[config.mk]
export PLATFORM = sky130hd
export DESIGN_NAME = vga_write_arbiter
export DESIGN_NICKNAME = d
export VERILOG_FILES = /design/src/rtl/vga_write_arbiter.sv
export SDC_FILE = /design/constraint.sdc
export NUM_CORES = 1
export LEC_CHECK = 0
export CAP_MARGIN = 20
export CORE_MARGIN = 1
export CORE_UTILIZATION = 30
export CTS_CLUSTER_DIAMETER = 40
export DETAILED_ROUTE_END_ITERATION = 10
export GPL_TIMING_DRIVEN = 0
export PLACE_DENSITY = 0.63
export SYNTH_ARGS = -nofsm -noshare
export SYNTH_HDL_FRONTEND = slang
export SYNTH_SLANG_ARGS = --single-unit
[constraint.sdc]
create_clock -name Clock -period 1.9 [get_ports Clock]
set_input_delay 0.38 -clock Clock [delete_from_list [all_inputs] [get_ports Clock]]
set_output_delay 0.38 -clock Clock [all_outputs]
set_load 0.01 [all_outputs]
[src/rtl/vga_write_arbiter.sv]
// vga_write_arbiter: shares the framebuffer pixel-write port between drawing
// clients using non-preemptive round-robin bursts and a player urgent boost.
// Ports:
//   Clock, Reset                  system clock, sync active-high reset
//   req, urgent                   burst requests, client-0 priority boost
//   wr, x_in, y_in, color_in      per-client pixel streams (packed by client)
//   gnt                           registered one-hot grant
//   VGA_x, VGA_y, VGA_color,
//   VGA_write                     registered shared pixel port
//   busy, drop, timeout           status (drop/timeout sticky until Reset)
module vga_write_arbiter #(
    parameter int NUM_CLIENTS = 4,
    parameter int nX          = 10,
    parameter int nY          = 9,
    parameter int COLOR_DEPTH = 9,
    parameter int MAX_BURST   = 4096
) (
    input  logic                           Clock,
    input  logic                           Reset,
    input  logic [NUM_CLIENTS-1:0]         req,
    input  logic                           urgent,
    input  logic [NUM_CLIENTS-1:0]         wr,
    input  logic [NUM_CLIENTS*nX-1:0]      x_in,
    input  logic [NUM_CLIENTS*nY-1:0]      y_in,
    input  logic [NUM_CLIENTS*COLOR_DEPTH-1:0] color_in,
    output logic [NUM_CLIENTS-1:0]         gnt,
    output logic [nX-1:0]                  VGA_x,
    output logic [nY-1:0]                  VGA_y,
    output logic [COLOR_DEPTH-1:0]         VGA_color,
    output logic                           VGA_write,
    output logic                           busy,
    output logic [NUM_CLIENTS-1:0]         drop,
    output logic                           timeout
);

    localparam int IW = (NUM_CLIENTS > 1) ? $clog2(NUM_CLIENTS) : 1;
    localparam int CW = $clog2(MAX_BURST) + 1;

    typedef enum logic [1:0] {
        IDLE,
        GRANT,
        GAP
    } state_t;

    state_t                 state, state_nxt;
    logic [IW-1:0]          owner, owner_nxt;
    logic [IW-1:0]          rr_ptr, rr_ptr_nxt;
    logic [IW-1:0]          pick;
    logic                   pick_vld;
    logic [CW-1:0]          cnt, cnt_nxt;
    logic [NUM_CLIENTS-1:0] gnt_nxt;
    logic                   at_limit;
    logic                   release_now;
    logic                   we_nxt;
    logic                   to_set;
    logic [nX-1:0]          own_x;
    logic [nY-1:0]          own_y;
    logic [COLOR_DEPTH-1:0] own_c;

    assign own_x = x_in[int'(owner)*nX +: nX];
    assign own_y = y_in[int'(owner)*nY +: nY];
    assign own_c = color_in[int'(owner)*COLOR_DEPTH +: COLOR_DEPTH];

    assign at_limit    = (cnt == CW'(MAX_BURST - 1));
    assign release_now = !req[owner] || at_limit;
    assign busy        = (state != IDLE);

    // Winner search: urgent player first, otherwise the first requester
    // found walking upward (with wrap) from the round-robin pointer.
    always_comb begin
        int idx;
        idx      = 0;
        pick     = '0;
        pick_vld = 1'b0;
        if (req[0] && urgent) begin
            pick_vld = 1'b1;
        end else begin
            for (int k = 0; k < NUM_CLIENTS; k++) begin
                idx = (int'(rr_ptr) + k) % NUM_CLIENTS;
                if (!pick_vld && req[idx]) begin
                    pick     = IW'(idx);
                    pick_vld = 1'b1;
                end
            end
        end
    end

    always_comb begin
        state_nxt  = state;
        owner_nxt  = owner;
        rr_ptr_nxt = rr_ptr;
        cnt_nxt    = cnt;
        gnt_nxt    = gnt;
        we_nxt     = 1'b0;
        to_set     = 1'b0;
        unique case (state)
            IDLE: begin
                if (pick_vld) begin
                    owner_nxt = pick;
                    gnt_nxt   = {{(NUM_CLIENTS-1){1'b0}}, 1'b1} << pick;
                    cnt_nxt   = '0;
                    state_nxt = GRANT;
                end
            end
            GRANT: begin
                // The owner's write in its release cycle still goes out.
                we_nxt  = wr[owner];
                cnt_nxt = cnt + CW'(1);
                if (release_now) begin
                    gnt_nxt    = '0;
                    to_set     = at_limit;
                    rr_ptr_nxt = (int'(owner) == NUM_CLIENTS - 1) ?
                                 '0 : owner + IW'(1);
                    state_nxt  = GAP;
                end
            end
            GAP: begin
                gnt_nxt   = '0;
                state_nxt = IDLE;
            end
            default: begin
                gnt_nxt   = '0;
                state_nxt = IDLE;
            end
        endcase
    end

    always_ff @(posedge Clock) begin
        if (Reset) begin
            state     <= IDLE;
            owner     <= '0;
            rr_ptr    <= '0;
            cnt       <= '0;
            gnt       <= '0;
            VGA_x     <= '0;
            VGA_y     <= '0;
            VGA_color <= '0;
            VGA_write <= 1'b0;
            drop      <= '0;
            timeout   <= 1'b0;
        end else begin
            state     <= state_nxt;
            owner     <= owner_nxt;
            rr_ptr    <= rr_ptr_nxt;
            cnt       <= cnt_nxt;
            gnt       <= gnt_nxt;
            VGA_write <= we_nxt;
            if (we_nxt) begin
                VGA_x     <= own_x;
                VGA_y     <= own_y;
                VGA_color <= own_c;
            end
            // Writes from clients not holding the grant are discarded.
            drop    <= drop | (wr & ~gnt);
            timeout <= timeout | to_set;
        end
    end

endmodule
Yosys cells after proc, flatten, opt, wreduce, memory -nomap -nowiden
Cells that the tools add are included.
{"block": "totals", "n_memories": 0, "ramBits": 0, "latch_bits": 0, "ff_bits": 57, "word_cells": 98, "out_inout_bits": 39, "mem_bits_ro": 0, "input_bits": 123}
{"block": "op_classes", "n_eq_ne": 5, "n_bitwise": 7, "div_mod_pow": 0, "multipliers": 2, "reduce_logical": 19, "n_addsub": 5, "shifts": 4, "muxes": 40, "n_lt_le_gt_ge": 5}
{"cell": "40-bit by 7-bit indexed part select with 10-bit output", "n": 1}
{"cell": "36-bit by 32-bit indexed part select with 9-bit output", "n": 1}
{"cell": "36-bit by 7-bit indexed part select with 9-bit output", "n": 1}
{"cell": "13-bit case mux with 2 select lines", "n": 1}
{"cell": "1-bit 2-to-1 mux", "n": 20}
{"cell": "2-bit 2-to-1 mux", "n": 8}
{"cell": "13-bit by 1-bit adder with 13-bit output, second input constant", "n": 1}
{"cell": "13-bit by 12-bit equality test with 1-bit output, second input constant", "n": 1}
{"cell": "13-bit 2-to-1 mux", "n": 1}
{"cell": "1-bit binary-select mux with 2-bit select", "n": 6}
{"cell": "3-bit by 4-bit < comparator with 1-bit output, second input constant", "n": 3}
{"cell": "4-bit 2-to-1 mux", "n": 2}
{"cell": "4-bit case mux with 2 select lines", "n": 1}
{"cell": "2-bit AND reduction", "n": 4}
{"cell": "2-bit by 3-bit < comparator with 1-bit output, second input constant", "n": 2}
{"cell": "2-bit by 4-bit multiplier with 6-bit output, second input constant", "n": 1}
{"cell": "2-bit OR reduction", "n": 3}
{"cell": "2-bit by 3-bit multiplier with 5-bit output, second input constant", "n": 1}
{"cell": "2-bit by 1-bit adder with 2-bit output, second input constant", "n": 2}
{"cell": "2-bit adder, second input constant", "n": 2}
{"cell": "4-bit bitwise AND", "n": 1}
{"cell": "2-bit by 1-bit equality test with 1-bit output, second input constant", "n": 2}
{"cell": "1-bit logical AND", "n": 4}
{"cell": "1-bit logical NOT", "n": 4}
{"cell": "10 further kinds", "n": 14}

Depth between registers and ports, before layout
{"block": "depth", "word_depth": 20, "depth_mapped": 7}

Least setup slack after synthesis
Ideal clock, no wire load.
{"block": "synth_timing", "path_kind": "flip-flop to flip-flop", "startpoint": "register cnt[0]", "endpoint": "register rr_ptr[0]", "arrival_ps": 1845, "required_ps": 1779, "synth_period_minus_slack_ps": 1966, "n_path_buf": 0, "path_slack_ps": -66, "path_stages_with_launch": 6, "path_cell_list": "dfxtp_1 ha_1 nand4_1 or4_1 a31oi_2 mux2_2"}
{"block": "synth_between", "elab_chain_len": 3}
{"element": "start, declared", "line_no": "50", "rtl": "logic [CW-1:0] cnt, cnt_nxt;"}
{"element": "start signal, assigned", "line_no": "145", "rtl": "cnt <= cnt_nxt;"}
{"element": "13-bit by 12-bit equality test with 1-bit output", "line_no": "64", "rtl": "assign at_limit = (cnt == CW'(MAX_BURST - 1));"}
{"element": "1-bit logical OR", "line_no": "65", "rtl": "assign release_now = !req[owner] || at_limit;"}
{"element": "2-bit AND reduction (no source line)"}
{"element": "end signal, assigned", "line_no": "144", "rtl": "rr_ptr <= rr_ptr_nxt;"}
{"element": "end, declared", "line_no": "47", "rtl": "logic [IW-1:0] rr_ptr, rr_ptr_nxt;"}
No other way between the ends.
A chain may end at the register's enable or synchronous reset.

Worst setup path in the final report
Ends and elaborated chain as after synthesis.

==> results by stage <==
Route:
- The first detailed-routing pass ran for 4 iterations.
- The via count is 3,114.
- After detailed routing, the average wire length per cell comes to 15.4 µm.
- For this block, the initial DRC count from the detailed router was 91.
- Once detail routing completed, the nets flagged for antenna violations numbered 0.
- For this block, the routed nets add up to 9700 µm of wire.
- The number of vias per cell after detailed routing is 4.93.
- In the routed design, unresolved DRC markers number 0.

Timing:
- For this run, the top clock speed supported by timing is 549 MHz.
- The worst pin sits at a relative slew slack of 57.1%.
- Setup repair after global routing left no endpoint under its margin.
- The final count of negative-setup-slack endpoints is 0.
- The share of the cycle needed by the critical path after routing is 95.9%.
- The number of max-slew violations in the final report is 0.
- The tightest hold path in the finished design has a slack of 0.452 ns.
- The total negative slack is 0 ns.
- The final count of hold timing violations is 0.
- The minimum clock period is 1.82 ns.
- Clock skew on the completed layout was measured at 0.00789 ns.
- The measured slew at the worst slew-check pin is 0.627 ns.

Clock tree:
- The clock buffer count from CTS is 9.
- TritonCTS built the clock tree.
- The H-tree depth is 3.
- The CTS sink count is 57.
- In this run, post-CTS hold repair placed 0 buffers.
- No sink is reached through more buffers than the 2 on the longest clock path.
- The buffer cell driving the clock tree root is sky130_fd_sc_hd__clkbuf_8.
- The clock latency reported for the late side of the worst-skew pair is 0.33 ns.
- Clock-pin slew was measured on the worst setup and hold paths at 0.07 ns.

Synth:
- The number of nets in the synthesized netlist is 448.
- The mapped cell area is 3040 µm².
- The Yosys step of the flow raised 0 warnings.
- The cell with the most instances after synthesis is sky130_fd_sc_hd__nand2_1.
- The share of flip-flops with an asynchronous set or reset is 0%.
- The part of the Yosys area used for sequential elements is 37.5%.
- The commonest cells after synthesis are sky130_fd_sc_hd__nand2_1, sky130_fd_sc_hd__dfxtp_1, sky130_fd_sc_hd__a21oi_1.
- The flip-flop cell with the highest count after synthesis is sky130_fd_sc_hd__dfxtp_1.
- The number of synthesized register bits is 57.
- The number of distinct library cells after synthesis is 41.
- The count of mapped cells out of synthesis is 323.
- The number of flops mapped to enable cells by yosys is 0.
- Each instance of the synthesized netlist takes up on average 9.42 µm².
- The area share of the largest cell type after synthesis is 37.5%.
- By area the synthesized netlist is led by sky130_fd_sc_hd__dfxtp_1, sky130_fd_sc_hd__mux4_2, sky130_fd_sc_hd__nand2_1.
- Of all cell types, the one taking the most synthesized area is sky130_fd_sc_hd__dfxtp_1.

Power:
- The leakage power is 1.71 nW.
- The maximum vdd drop is 0.439 mV.
- For this design the ratio of total power to cell area is 688 nW/µm².

Hold path:
- The number of stages on the worst hold path is 2.
- The worst hold path belongs to the class register to register.
- The hold path startpoint is VGA_x[0].
- The worst hold path terminates at VGA_x[0].

Critical path:
- The setup check on the worst reg-to-reg path leaves a slack of 0.08 ns.
- The startpoint of the worst register-to-register path is cnt[0].
- The startpoint type of the worst setup path is a register.
- Counting cells, the worst reg-to-reg path comes to 5.
- The largest driver fanout on the critical path is 5.
- The type of destination of the critical path is a register.
- Data arrives at the worst endpoint at 2.04 ns.
- The endpoint identified for the worst register-to-register timing path is rr_ptr[0].
- The data required time of the critical path is 2.12 ns.
- The worst setup path is of the register to register kind.

Placement:
- The quantity of I/O buffers inserted on ports is 160.
- In this run the cell area measured after placement is 4820 µm².
- The detailed placement HPWL is 7660 µm.
- At the end of routability-driven placement, the weighted congestion stood at 0.815.

Floorplan:
- Row generation in the floorplan step produced 36 rows.
- The top-level port count is 162.
- Measured along the x axis, the die boundary spans 103 µm.
- The floorplan step set the die height to 103 µm.
- The floorplan step defined a die boundary enclosing 10,600 µm².
- The starting density of the core is 31.0%.
- The area of the placeable core is 9820 µm².

Flow run:
- The max-cap violation count is 0.

Global route:
- The first global-routing pass estimated 14,700 µm of wire.
- The number of global-route vias before repair is 3,071.
- Entering global routing, the biggest net connects 20 pins.
- After global routing the overflow that remains totals 0.
- In the global route stage, overall resource usage came out at 18.3%.
- The number of antenna violations at the first check in global routing came to 0.

Layout:
- The share of final-layout standard cells stronger than drive strength 1 is 14.4%.
- At the end of the flow the core is filled with cells to 52.0%.
- The number of antenna diodes in the final layout is 0.
- Relative to the synthesized area, the layout overhead comes to 67.8%.
- In the final design database the tool counted 619 nets.
- The area of all placed cells without fillers is 5110 µm².
- Counting the fill cells in the layout gives 937.

Status:
- The flow ran to the end, and the final reports show no timing, DRC or antenna violations.
==> state kept, by name (all words and copies together), names as in the netlist <==
register / flops
VGA_color: 9
state: 2
owner: 2
rr_ptr: 2
cnt: 13
VGA_x: 10
VGA_write: 1
drop: 4
VGA_y: 9
gnt: 4
timeout: 1
==> routing by layer <==
metal  share of wire [%]  global-route usage [%]  up-vias
li1                    -                       -     1517
met4                 1.3                    7.04        0
met2                  48                    30.1      123
met3                 7.1                    4.00        7
met1                  44                    23.5     1467
met5                   0                       0        -
==> repair_timing <==
item,in CTS,in global routing
endpoints found under the hold margin,0,0
buffers inserted,2,0
gates cloned,0,0
setup endpoints to repair,38,35
resized for setup,13,20
pin swaps,1,0
==> placed cells by master (no fill, tap or decap), drive strengths merged, types with 3 or more instances in the layout <==
cell type / synthesis / routed
a21oi: 43 / 43
buf: 10 / 10
clkbuf: 11 / 22
clkdlybuf4s50: 0 / 156
dfxtp: 57 / 57
dlygate4sd2: 0 / 4
inv: 10 / 10
mux2i: 4 / 4
mux4: 29 / 29
nand2: 67 / 67
nand2b: 10 / 10
nand3: 4 / 4
nor2: 18 / 18
nor2b: 4 / 4
nor3: 4 / 4
o21ai: 3 / 3
o31ai: 3 / 3
o32ai: 4 / 4
or3: 4 / 4
or4: 6 / 6
xnor2: 5 / 5
==> cell families (layout without fill, tap and decap cells) <==
group / count (synthesis) / count (layout) / synth area share (%)
mux: 34 / 34 / 23.1
simple gates: 127 / 127 / 19.6
buf+inv: 31 / 207 / 4.15
compound gates: 66 / 66 / 13.1
flops: 57 / 57 / 37.5
fa+ha+maj: 2 / 2 / 0.822
xor+xnor: 6 / 6 / 1.73
==> where the power goes <==
group	switching (mW)	internal [mW]
Clock	0.486	0.805
Combinational	0.354	0.549
Sequential	0.0496	1.27
Total	0.890	2.62
==> worst max-delay path, stage by stage (launching register included) <==
cell                      delay, ns
sky130_fd_sc_hd__dfxtp_4       0.36
sky130_fd_sc_hd__ha_1          0.17
sky130_fd_sc_hd__nand4_1       0.14
sky130_fd_sc_hd__or4_4         0.49
sky130_fd_sc_hd__a31oi_4       0.20
sky130_fd_sc_hd__mux2_2        0.35
==> through the flow <==
stage	instances	total power, mW	setup slack [ns]
after floorplan	323	1.76	0.0930
final	632	3.51	0.0776
after detailed placement	616	2.24	-0.512
after global routing	632	3.69	0.00409
after CTS	633	3.55	0.0103
after global placement	616	2.23	-0.500
==> final cells by class <==
cell class | instances | area, µm² | share of cell area [%]
Buffer | 19 | 111 | 2.18
Clock buffer | 11 | 151 | 2.96
Clock inverter | 5 | 77.6 | 1.52
Inverter | 10 | 37.5 | 0.735
Multi-Input combinational cell | 235 | 1800 | 35.2
Sequential cell | 57 | 1150 | 22.6
Tap cell | 133 | 166 | 3.26
Timing Repair Buffer | 162 | 1610 | 31.5
==> worst max-delay path by stage <==
stage / from / to / slack [ns]
after floorplan: cnt[0] / rr_ptr[0] / 0.09
after global placement: req[0] / cnt[11] / -0.50
after detailed placement: req[0] / cnt[11] / -0.51
after CTS: owner[0] / VGA_x[5] / 0.01
after global routing: state[0] / busy / 0.004
final: cnt[0] / rr_ptr[0] / 0.08
Power figures use the tool's default switching activity.
